$ cat src/rtl/fft16_reorder_if.sv
// fft16_reorder_if: two-lane bit-reversed input beats and natural-order output beats of the reorder buffer
interface fft16_reorder_if #(parameter int width = 8);
  logic             valid_i;
  logic [width-1:0] ar, ai, br, bi;
  logic             valid_o;
  logic [width-1:0] xr, xi, yr, yi;
  logic [2:0]       index_o;
  logic             sof_o, eof_o, overrun;
  modport master (output valid_i, ar, ai, br, bi,
                  input  valid_o, xr, xi, yr, yi, index_o, sof_o, eof_o, overrun);
  modport slave  (input  valid_i, ar, ai, br, bi,
                  output valid_o, xr, xi, yr, yi, index_o, sof_o, eof_o, overrun);
endinterface

$ cat src/rtl/fft16_reorder.sv
// fft16_reorder: ping-pong reorder buffer turning the 16-point FFT's bit-reversed two-lane stream into natural order
module fft16_reorder #(parameter int width = 8) (
  input  logic           CLK,
  input  logic           RST_N,
  input  logic           ce,
  input  logic           clear,
  fft16_reorder_if.slave io
);
  typedef enum logic {IDLE, READ} state_t;
  state_t           state_q, state_d;
  logic [width-1:0] re_q [2][16];
  logic [width-1:0] im_q [2][16];
  logic [2:0]       wr_cnt_q, rd_cnt_q, index_q;
  logic             wr_bank_q, rd_bank_q;
  logic [1:0]       full_q, full_d;
  logic             wr_en, wr_last, issue, rd_last;
  logic [width-1:0] xr_q, xi_q, yr_q, yi_q;
  logic             valid_q, sof_q, eof_q, overrun_q;
  logic [3:0]       wa, wb, ra, rb;
  assign wa = {1'b0, wr_cnt_q[0], wr_cnt_q[1], wr_cnt_q[2]};
  assign wb = {1'b1, wr_cnt_q[0], wr_cnt_q[1], wr_cnt_q[2]};
  assign ra = {rd_cnt_q, 1'b0};
  assign rb = {rd_cnt_q, 1'b1};
  assign wr_en   = ce & io.valid_i & ~clear;
  assign wr_last = wr_en & (wr_cnt_q == 3'd7);
  always_ff @(posedge CLK or negedge RST_N)
    if (!RST_N) state_q <= IDLE;
    else if (clear) state_q <= IDLE;
    else if (ce) state_q <= state_d;
  // a frame completing into the other bank this cycle must keep READ going without a gap
  always_comb begin
    state_d = (state_q == IDLE) ? (full_q[rd_bank_q] ? READ : IDLE)
            : ((rd_cnt_q != 3'd7) || full_q[~rd_bank_q] || (wr_last && (wr_bank_q != rd_bank_q))) ? READ : IDLE;
  end
  always_comb begin
    issue   = ce & ~clear & ((state_q == READ) | full_q[rd_bank_q]);
    rd_last = issue & (rd_cnt_q == 3'd7);
    full_d  = full_q;
    if (rd_last) full_d[rd_bank_q] = 1'b0;
    if (wr_last) full_d[wr_bank_q] = 1'b1;
  end
  always_ff @(posedge CLK)
    if (wr_en) begin
      re_q[wr_bank_q][wa] <= io.ar;
      im_q[wr_bank_q][wa] <= io.ai;
      re_q[wr_bank_q][wb] <= io.br;
      im_q[wr_bank_q][wb] <= io.bi;
    end
  always_ff @(posedge CLK or negedge RST_N)
    if (!RST_N) begin
      wr_cnt_q  <= '0;
      rd_cnt_q  <= '0;
      wr_bank_q <= 1'b0;
      rd_bank_q <= 1'b0;
      full_q    <= '0;
      valid_q   <= 1'b0;
      sof_q     <= 1'b0;
      eof_q     <= 1'b0;
      overrun_q <= 1'b0;
      index_q   <= '0;
      xr_q      <= '0;
      xi_q      <= '0;
      yr_q      <= '0;
      yi_q      <= '0;
    end else if (clear) begin
      wr_cnt_q  <= '0;
      rd_cnt_q  <= '0;
      wr_bank_q <= 1'b0;
      rd_bank_q <= 1'b0;
      full_q    <= '0;
      valid_q   <= 1'b0;
      sof_q     <= 1'b0;
      eof_q     <= 1'b0;
      overrun_q <= 1'b0;
    end else if (ce) begin
      full_q  <= full_d;
      valid_q <= issue;
      sof_q   <= issue & (rd_cnt_q == 3'd0);
      eof_q   <= rd_last;
      if (io.valid_i) begin
        wr_cnt_q  <= wr_cnt_q + 3'd1;
        wr_bank_q <= wr_bank_q ^ (wr_cnt_q == 3'd7);
        if ((wr_cnt_q == 3'd0) && full_q[wr_bank_q]) overrun_q <= 1'b1;
      end
      if (issue) begin
        rd_cnt_q  <= rd_cnt_q + 3'd1;
        rd_bank_q <= rd_bank_q ^ rd_last;
        index_q   <= rd_cnt_q;
        xr_q      <= re_q[rd_bank_q][ra];
        xi_q      <= im_q[rd_bank_q][ra];
        yr_q      <= re_q[rd_bank_q][rb];
        yi_q      <= im_q[rd_bank_q][rb];
      end
    end
  assign io.valid_o = valid_q;
  assign io.xr      = xr_q;
  assign io.xi      = xi_q;
  assign io.yr      = yr_q;
  assign io.yi      = yi_q;
  assign io.index_o = index_q;
  assign io.sof_o   = sof_q;
  assign io.eof_o   = eof_q;
  assign io.overrun = overrun_q;
endmodule

$ cat src/flat_wrapper.sv
// flat-port wrapper written by rule: the top's interface ports become plain ports
module fft16_reorder_flat 
#(parameter int width = 8)
  (CLK, RST_N, ce, clear, io_valid_i, io_ar, io_ai, io_br, io_bi, io_valid_o, io_xr, io_xi, io_yr, io_yi, io_index_o, io_sof_o, io_eof_o, io_overrun);
  fft16_reorder_if #(.width(width)) io_i ();
  input  logic CLK;
  input  logic RST_N;
  input  logic ce;
  input  logic clear;
  input wire logic [$bits(io_i.valid_i)-1:0] io_valid_i;
  input wire logic [$bits(io_i.ar)-1:0] io_ar;
  input wire logic [$bits(io_i.ai)-1:0] io_ai;
  input wire logic [$bits(io_i.br)-1:0] io_br;
  input wire logic [$bits(io_i.bi)-1:0] io_bi;
  output wire logic [$bits(io_i.valid_o)-1:0] io_valid_o;
  output wire logic [$bits(io_i.xr)-1:0] io_xr;
  output wire logic [$bits(io_i.xi)-1:0] io_xi;
  output wire logic [$bits(io_i.yr)-1:0] io_yr;
  output wire logic [$bits(io_i.yi)-1:0] io_yi;
  output wire logic [$bits(io_i.index_o)-1:0] io_index_o;
  output wire logic [$bits(io_i.sof_o)-1:0] io_sof_o;
  output wire logic [$bits(io_i.eof_o)-1:0] io_eof_o;
  output wire logic [$bits(io_i.overrun)-1:0] io_overrun;
  assign io_i.valid_i = io_valid_i;
  assign io_i.ar = io_ar;
  assign io_i.ai = io_ai;
  assign io_i.br = io_br;
  assign io_i.bi = io_bi;
  assign io_valid_o = io_i.valid_o;
  assign io_xr = io_i.xr;
  assign io_xi = io_i.xi;
  assign io_yr = io_i.yr;
  assign io_yi = io_i.yi;
  assign io_index_o = io_i.index_o;
  assign io_sof_o = io_i.sof_o;
  assign io_eof_o = io_i.eof_o;
  assign io_overrun = io_i.overrun;
  fft16_reorder #(.width(width)) u_core (.CLK(CLK), .RST_N(RST_N), .ce(ce), .clear(clear), .io(io_i));
endmodule
$ cat config.mk
export PLATFORM = sky130hd
export DESIGN_NAME = fft16_reorder_flat
export DESIGN_NICKNAME = d
export VERILOG_FILES = /design/src/rtl/fft16_reorder_if.sv /design/src/rtl/fft16_reorder.sv /design/src/flat_wrapper.sv
export SDC_FILE = /design/constraint.sdc
export NUM_CORES = 1
export LEC_CHECK = 0
export CAP_MARGIN = 30
export CELL_PAD_IN_SITES_DETAIL_PLACEMENT = 1
export CELL_PAD_IN_SITES_GLOBAL_PLACEMENT = 1
export CORE_MARGIN = 8
export CORE_UTILIZATION = 47
export DETAILED_ROUTE_END_ITERATION = 16
export PLACE_DENSITY_LB_ADDON = 0.15
export SLEW_MARGIN = 20
export SYNTH_ARGS = -nofsm -noshare
export SYNTH_HDL_FRONTEND = slang
export SYNTH_SLANG_ARGS = --single-unit
$ cat constraint.sdc
create_clock -name CLK -period 3.3 [get_ports CLK]
set_input_delay 0.33 -clock CLK [delete_from_list [all_inputs] [get_ports CLK]]
set_output_delay 0.33 -clock CLK [all_outputs]
set_load 0.05 [all_outputs]
=== Yosys cells after proc, flatten, opt, wreduce, memory -nomap -nowiden ===
Memories as Yosys holds them, arrays and structs flattened.
Index checks and enable logic that the tools add are counted.

* Flip-flop bits (word level): 50
* Bits in latches: 0
* Memory bits (writable): 512
* ROM bits: 0
* Output and inout bits: 39
* Word-level logic and storage cells: 643
* Memories kept: 2

{| class="wikitable"
|+ Memory list
! memory !! depth !! bits a word !! rd ports !! clocked after Yosys merged registers in !! write ports !! RTL line !! RTL
|-
| u_core.im_q || 2 || 128 || 1 || 0 || 1 || fft16_reorder.sv:12 || <nowiki>logic [width-1:0] im_q [2][16];</nowiki>
|-
| u_core.re_q || 2 || 128 || 1 || 0 || 1 || fft16_reorder.sv:11 || <nowiki>logic [width-1:0] re_q [2][16];</nowiki>
|}

* Add/subtract/negate cells: 2
* Multiply operators: 0
* Divide/modulo/power cells: 0
* Order comparisons: 11
* Equal/unequal tests: 4
* Shift-type cells: 0
* Mux-type cells: 316
* Bitwise operators: 275
* Reductions and logical operators: 18

{| class="wikitable"
|+ Operators by type and width
! cell !! number
|-
| 2-to-1 mux 1 bit || 286
|-
| OR 1 bit || 257
|-
| 2-to-1 mux 128 bit || 2
|-
| binary-select mux 8 bit (select 4 bit) || 4
|-
| 2-to-1 mux 8 bit || 10
|-
| demux 8 bit (select 4 bit) || 2
|-
| >= comparator 5 bit (second input constant) || 4
|-
| 2-to-1 mux 3 bit || 6
|-
| NOT 4 -> 5 bit || 3
|-
| < comparator 5 x 1 -> 1 bit (second input constant) || 2
|-
| 2-to-1 mux 2 bit || 4
|-
| nonzero test 2 bit || 4
|-
| bitwise AND 1 bit || 7
|-
| adder 3 x 1 -> 3 bit (second input constant) || 2
|-
| == test 3 bit (second input constant) || 2
|-
| logical AND 1 bit || 6
|-
| logical NOT 3 bit || 2
|-
| < comparator 1 x 2 -> 1 bit (second input constant) || 3
|-
| AND reduction 3 bit || 2
|-
| NOT 3 -> 5 bit || 1
|-
| AND reduction 2 bit || 2
|-
| != test 3 bit (second input constant) || 1
|-
| bitwise AND 2 bit || 1
|-
| demux 1 bit (select 1 bit) || 2
|-
| other kinds (7) || 11
|}

=== Longest topological paths before layout ===
* Depth after elaboration: 11
* Mapped depth: 7
* Mapped depth without buffers: 6

=== Worst setup path after synthesis ===
OpenSTA, ideal clock, no wires.

* Path type: input port to flip-flop
* From: input clear
* To: memory u_core.im_q[0][120] (netlist name), enable pin
* Setup time: 421 ps
* Arrival: 2578 ps
* Required time: 2879 ps
* Slack: 301 ps
* Stages on the path: 7
* Path buffers: 3
* Cells stage by stage: buf_2 -> nor2b_4 -> and3_1 -> clkbuf_4 -> nand2_4 -> buf_6 -> nor2_1

* Cells in the longest elaborated chain, start to end: 5
* Elaborated cells on any way between the ends: 6
* Those cells by class: 3 x mux; 3 x bitwise

{| class="wikitable"
|+ RTL lines
! item !! RTL line !! RTL
|-
| from (decl) || flat_wrapper.sv:9 || <nowiki>input logic clear;</nowiki>
|-
| NOT 1 bit (no line) * || n/a ||
|-
| bitwise AND 1 bit * || fft16_reorder.sv:24 || <nowiki>assign wr_en = ce & io.valid_i & ~clear;</nowiki>
|-
| 2-to-1 mux 1 bit * || fft16_reorder.sv:43 || <nowiki>if (wr_en) begin</nowiki>
|-
| 2-to-1 mux 128 bit, on equally long branches || fft16_reorder.sv:45, fft16_reorder.sv:47 ||
|-
| OR 1 bit (no line) * || n/a ||
|-
| to (decl) || fft16_reorder.sv:12 ||
|}

Mark *: on every way between the ends. The rest lies on a longest branch, timed or not.

=== Worst setup path after layout ===
* From: register u_core.rd_bank_q
* To: register u_core.yi_q[5] (netlist: u_core.io.yi[5])

* Cells in the longest elaborated chain, start to end: 5
* Elaborated cells on any way between the ends: 9
* Those cells by class: 5 x mux; 2 x bitwise; 1 x reduce/logical; 1 x memory

{| class="wikitable"
|+ RTL lines
! item !! RTL line !! RTL
|-
| from (decl) || fft16_reorder.sv:14 || <nowiki>logic wr_bank_q, rd_bank_q;</nowiki>
|-
| from (signal assigned) || fft16_reorder.sv:87 || <nowiki>rd_bank_q <= rd_bank_q ^ rd_last;</nowiki>
|-
| branches (longest 5 deep; another with memory (2 x 128 bit)) || n/a ||
|-
| to (signal assigned) || fft16_reorder.sv:92 || <nowiki>yi_q <= im_q[rd_bank_q][rb];</nowiki>
|-
| to (decl) || fft16_reorder.sv:17 || <nowiki>logic [width-1:0] xr_q, xi_q, yr_q, yi_q;</nowiki>
|}

Several ways; the timed one is not identified. The select of a mux whose other input is x is not followed.
A chain may end at the register's enable or synchronous reset.

==> run summary <==
The highest net fanout along the worst path is 32. For the worst flop-to-flop path, the logic depth is 6. The register clock-pin slew on the reported worst setup and hold paths is ~0.06 ns. The area share of the leading cell type in the synthesized netlist came out at 0.662. In the final timing run, aggregate negative setup slack is 0 ns.

The synthesized area per cell came out at roughly 21 um^2. Setup violations remaining at the end of the flow were counted as 0. Entering global routing, the biggest net connects 66 pins. Of the available clock period, the critical path in the final layout requires 0.741.

The kind of cell with the highest combined delay along the critical path is buffers and inverters. The site row count came out at between 80 and 90. The total iterations of the first detailed-routing run is 5.

The first global-routing pass estimated just over 80 mm of wire. The horizontal extent of the die came out at ~240 um. The growth of design area from synthesis to finish came out at 16.7%. The share of total power dissipated in the clock network is 0.404. The maximum achievable frequency is 0.409 GHz. The most used flip-flop cell after synthesis is sky130_fd_sc_hd__edfxtp_1. The max-capacitance violation count is 0. Excluding fillers, the count of instances in the completed layout stands at 1,963. The flow ran to the end, and the final reports show no timing, DRC or antenna violations. The weighted congestion reported at the end of routability-driven placement is roughly 0.74. The total power divided by cell area came out at around 570 nW/um^2. In the post-synthesis netlist, the cell with the most instances is sky130_fd_sc_hd__edfxtp_1.

The share of total power dissipated in sequential elements is 0.519. The critical path depth is 6. The analysis attributes to cell leakage a power of ~9.4 nW. For the final database, setup skew stands at ~0.022 ns.

In the post-route analysis, the smallest setup slack over all paths is about 0.85 ns. The worst setup path is launched from a flip-flop. The repair_antennas step left the layout with diodes totalling 0. The clock insertion delay at the later pin of the skew report is slightly above 0.6 ns. The count of buffering cells on the critical path with inverters included came out at 2.

Counting every instance in the synthesized netlist gives ~1,100. The net switching fraction of the power came out at 0.229. Setup repair after global routing left no endpoint under its margin.

The normalized max-slew margin is 0.338. The H-tree depth came out at 2. The DRC violation count after routing is 0.

The maximum clock path buffer count came out at 3. The arrival time at the worst endpoint came out at between 2 and 3 ns. The critical path goes through mux2_4 -> o21ai_4 -> buf_4 -> nand2b_2 -> buf_4 -> o221ai_1.

During synthesis, Yosys emitted a total of 0 warnings. The proportion of layout cells with a drive suffix above 1 is 0.346. The overall fraction of global-route tracks in use is 0.199.

The initial antenna violation count came out at 0. The total clock buffers created by CTS came out at between 50 and 60. The critical path data required time came out at 3.73 ns. The launch instance of the worst register-to-register path is u_core.rd_bank_q$_DFFE_PN0P_. The total via count after detailed routing came out at about 11,000. The type of destination of the critical path is a flip-flop. The slew at the pin closest to its max-slew limit came out at roughly 0.99 ns.

Summed over all nets, the half-perimeter wirelength after detailed placement is ~35 mm. The number of synthesized register bits is between 500 and 600. For this design, the slowest cell found on the critical path is sky130_fd_sc_hd__dfrtp_4. The share of flip-flops with an asynchronous set or reset came out at 0.0890. Counting tap cells, the placed design contains a total of 1,843 instances. The worst hold path belongs to the class in2async. The startpoint-to-endpoint class of the critical path is reg2reg. The die extent in y came out at roughly 240 um. Clock tree synthesis selected as its root buffer the cell sky130_fd_sc_hd__clkbuf_16.

The worst slack at placement came out at approximately 0.59 ns. The clock period minus worst slack came out at around 2.4 ns. The violation count after the first detailed-routing iteration is around 820. The placeable core region is a little under 50,000 um^2.

Internal power comes to ~0.012 W. The hold violation count in the final report is 0. The final hold slack is roughly 0.17 ns. The total net switching power came out at between 0.003 and 0.004 W. The distinct cell type count after synthesis came out at 42. In the synthesized netlist, the cells that appear most often are sky130_fd_sc_hd__edfxtp_1, sky130_fd_sc_hd__mux4_2, sky130_fd_sc_hd__mux2_2. The sequential-to-total area share from yosys stat came out at 0.716.

The routed via count divided by cell count came out at 5.75. The number of enable-type register cells in the synthesized netlist is 512. The count of buffers inserted at the top-level ports is 75. TritonCTS built the clock tree.

The via count of the first global-routing pass is 12,395. Of the total power, combinational logic draws 0.077. The sum of routed wire length over all layers is ~56 mm. The detail route stage leaves a number of antenna-violating nets equal to 0.

The CTS sink count is between 500 and 600. The total number of nets in the final design is about 1,300. The number of I/O pins is between 70 and 80.

The die covers about 57,000 um^2. Tracing the worst setup path back leads to its startpoint at u_core.rd_bank_q$_DFFE_PN0P_. The average routed wire per standard cell is between 20 and 30 um. For this run the aggregate overflow at the end of global routing stands at 0. The net count of the mapped netlist is between 1,000 and 1,500. The total standard cell area after synthesis is roughly 23,000 um^2. The most numerous cell type found on the critical path is sky130_fd_sc_hd__buf_4.

The worst vdd rail ir drop is 417 uV. By area the synthesized netlist is led by sky130_fd_sc_hd__edfxtp_1, sky130_fd_sc_hd__mux4_2, sky130_fd_sc_hd__dfrtp_1. The max-slew violation count came out at 0.

Of all cell types, the one taking the most synthesized area is sky130_fd_sc_hd__edfxtp_1. For this run, the slowest stage of the critical path takes 0.54 ns. The initial core utilization came out at 0.475. The post-CTS setup-driven buffer insertion count is 0.
[cell usage in the layout (no fill, tap or decap), drive strengths merged, types with 2 or more instances in the layout]
cell	Yosys	routed
and3	2	2
nand2	43	43
clkbuf	13	82
inv	6	7
edfxtp	512	512
bufinv	0	2
dfrtp	50	50
mux4	128	128
a21oi	7	7
mux2	130	130
nor2	26	26
clkinvlp	0	2
clkdlybuf4s50	0	74
o21ai	3	3
ha	9	9
o221ai	32	32
buf	51	77
xnor2	3	3
nand2b	5	5
mux2i	67	67
clkinv	1	21
nand3	4	4
[power by group through the flow]
| stage | logic, W | registers [W] | clock network [W] |
|---|---|---|---|
| after floorplan | 0.000325 | 0.00843 | 0 |
| after global placement | 0.00115 | 0.00814 | 0 |
| after detailed placement | 0.00117 | 0.00814 | 0 |
| after CTS | 0.00118 | 0.00800 | 0.00636 |
| after global routing | 0.00125 | 0.00800 | 0.00660 |
| final | 0.00118 | 0.00800 | 0.00622 |
[path summary, 6_finish.rpt]
path	endpoint	slack, ns
setup / recovery	u_core.io.yi[5]$_DFFE_PN0P_	0.85
hold / removal	u_core.io.yr[7]$_DFFE_PN0P_	0.17
setup reg to reg	u_core.io.yi[5]$_DFFE_PN0P_	0.85
hold reg to reg	u_core.io.index_o[1]$_DFFE_PN0P_	0.48
max in group asynchronous	u_core.io.yr[1]$_DFFE_PN0P_	2.29
min in group CLK	u_core.im_q[0][65]$_DFFE_PP_	0.43
[routing by layer]
metal / global-route usage / share of wire / up-vias
li1: - / - / 4862
met1: 0.268 / 0.43 / 6084
met2: 0.332 / 0.50 / 265
met3: 0.0294 / 0.043 / 82
met4: 0.0651 / 0.028 / 0
met5: 0 / 0 / -
[area by class of cell]
| cell class | count | area (um^2) |
|---|---|---|
| multi-input combinational | 471 | 6280 |
| fill | 4240 | 21700 |
| tap | 664 | 831 |
| clock inverter | 25 | 180 |
| clock buffer | 82 | 1610 |
| inverter | 7 | 28.8 |
| sequential | 562 | 16600 |
| timing repair buffer | 152 | 1530 |
[kinds of logic after synthesis]
kind of cell / synth area share
fa+ha+maj: 0.00485
mux: 0.224
xor+xnor: 0.00151
simple gates: 0.0185
compound gates: 0.0165
buf+inv: 0.0189
flops: 0.716
[state kept, by name (all words and copies together), names as in the netlist, 2 cells and up]
name / count
u_core.io.index_o: 3
u_core.io.xi: 8
u_core.full_q: 2
u_core.io.xr: 8
u_core.re_q: 256
u_core.io.yi: 8
u_core.io.yr: 8
u_core.im_q: 256
u_core.wr_cnt_q: 3
u_core.rd_cnt_q: 3
[through the flow]
step | instance area [um^2] | total power [W] | utilization
after global routing | 27100 | 0.0158 | 0.555
final | 27100 | 0.0154 | 0.555
after CTS | 26900 | 0.0155 | 0.551
after floorplan | 23200 | 0.00876 | -
after detailed placement | 25100 | 0.00931 | 0.514
after global placement | 25100 | 0.00929 | 0.514
[timing repair]
| item | CTS | global route |
|---|---|---|
| hold buffers | 1 | 0 |
| gates resized for setup | 0 | 0 |
| endpoints found under the hold margin | 32 | 0 |
(Power assumes the default switching activity.)
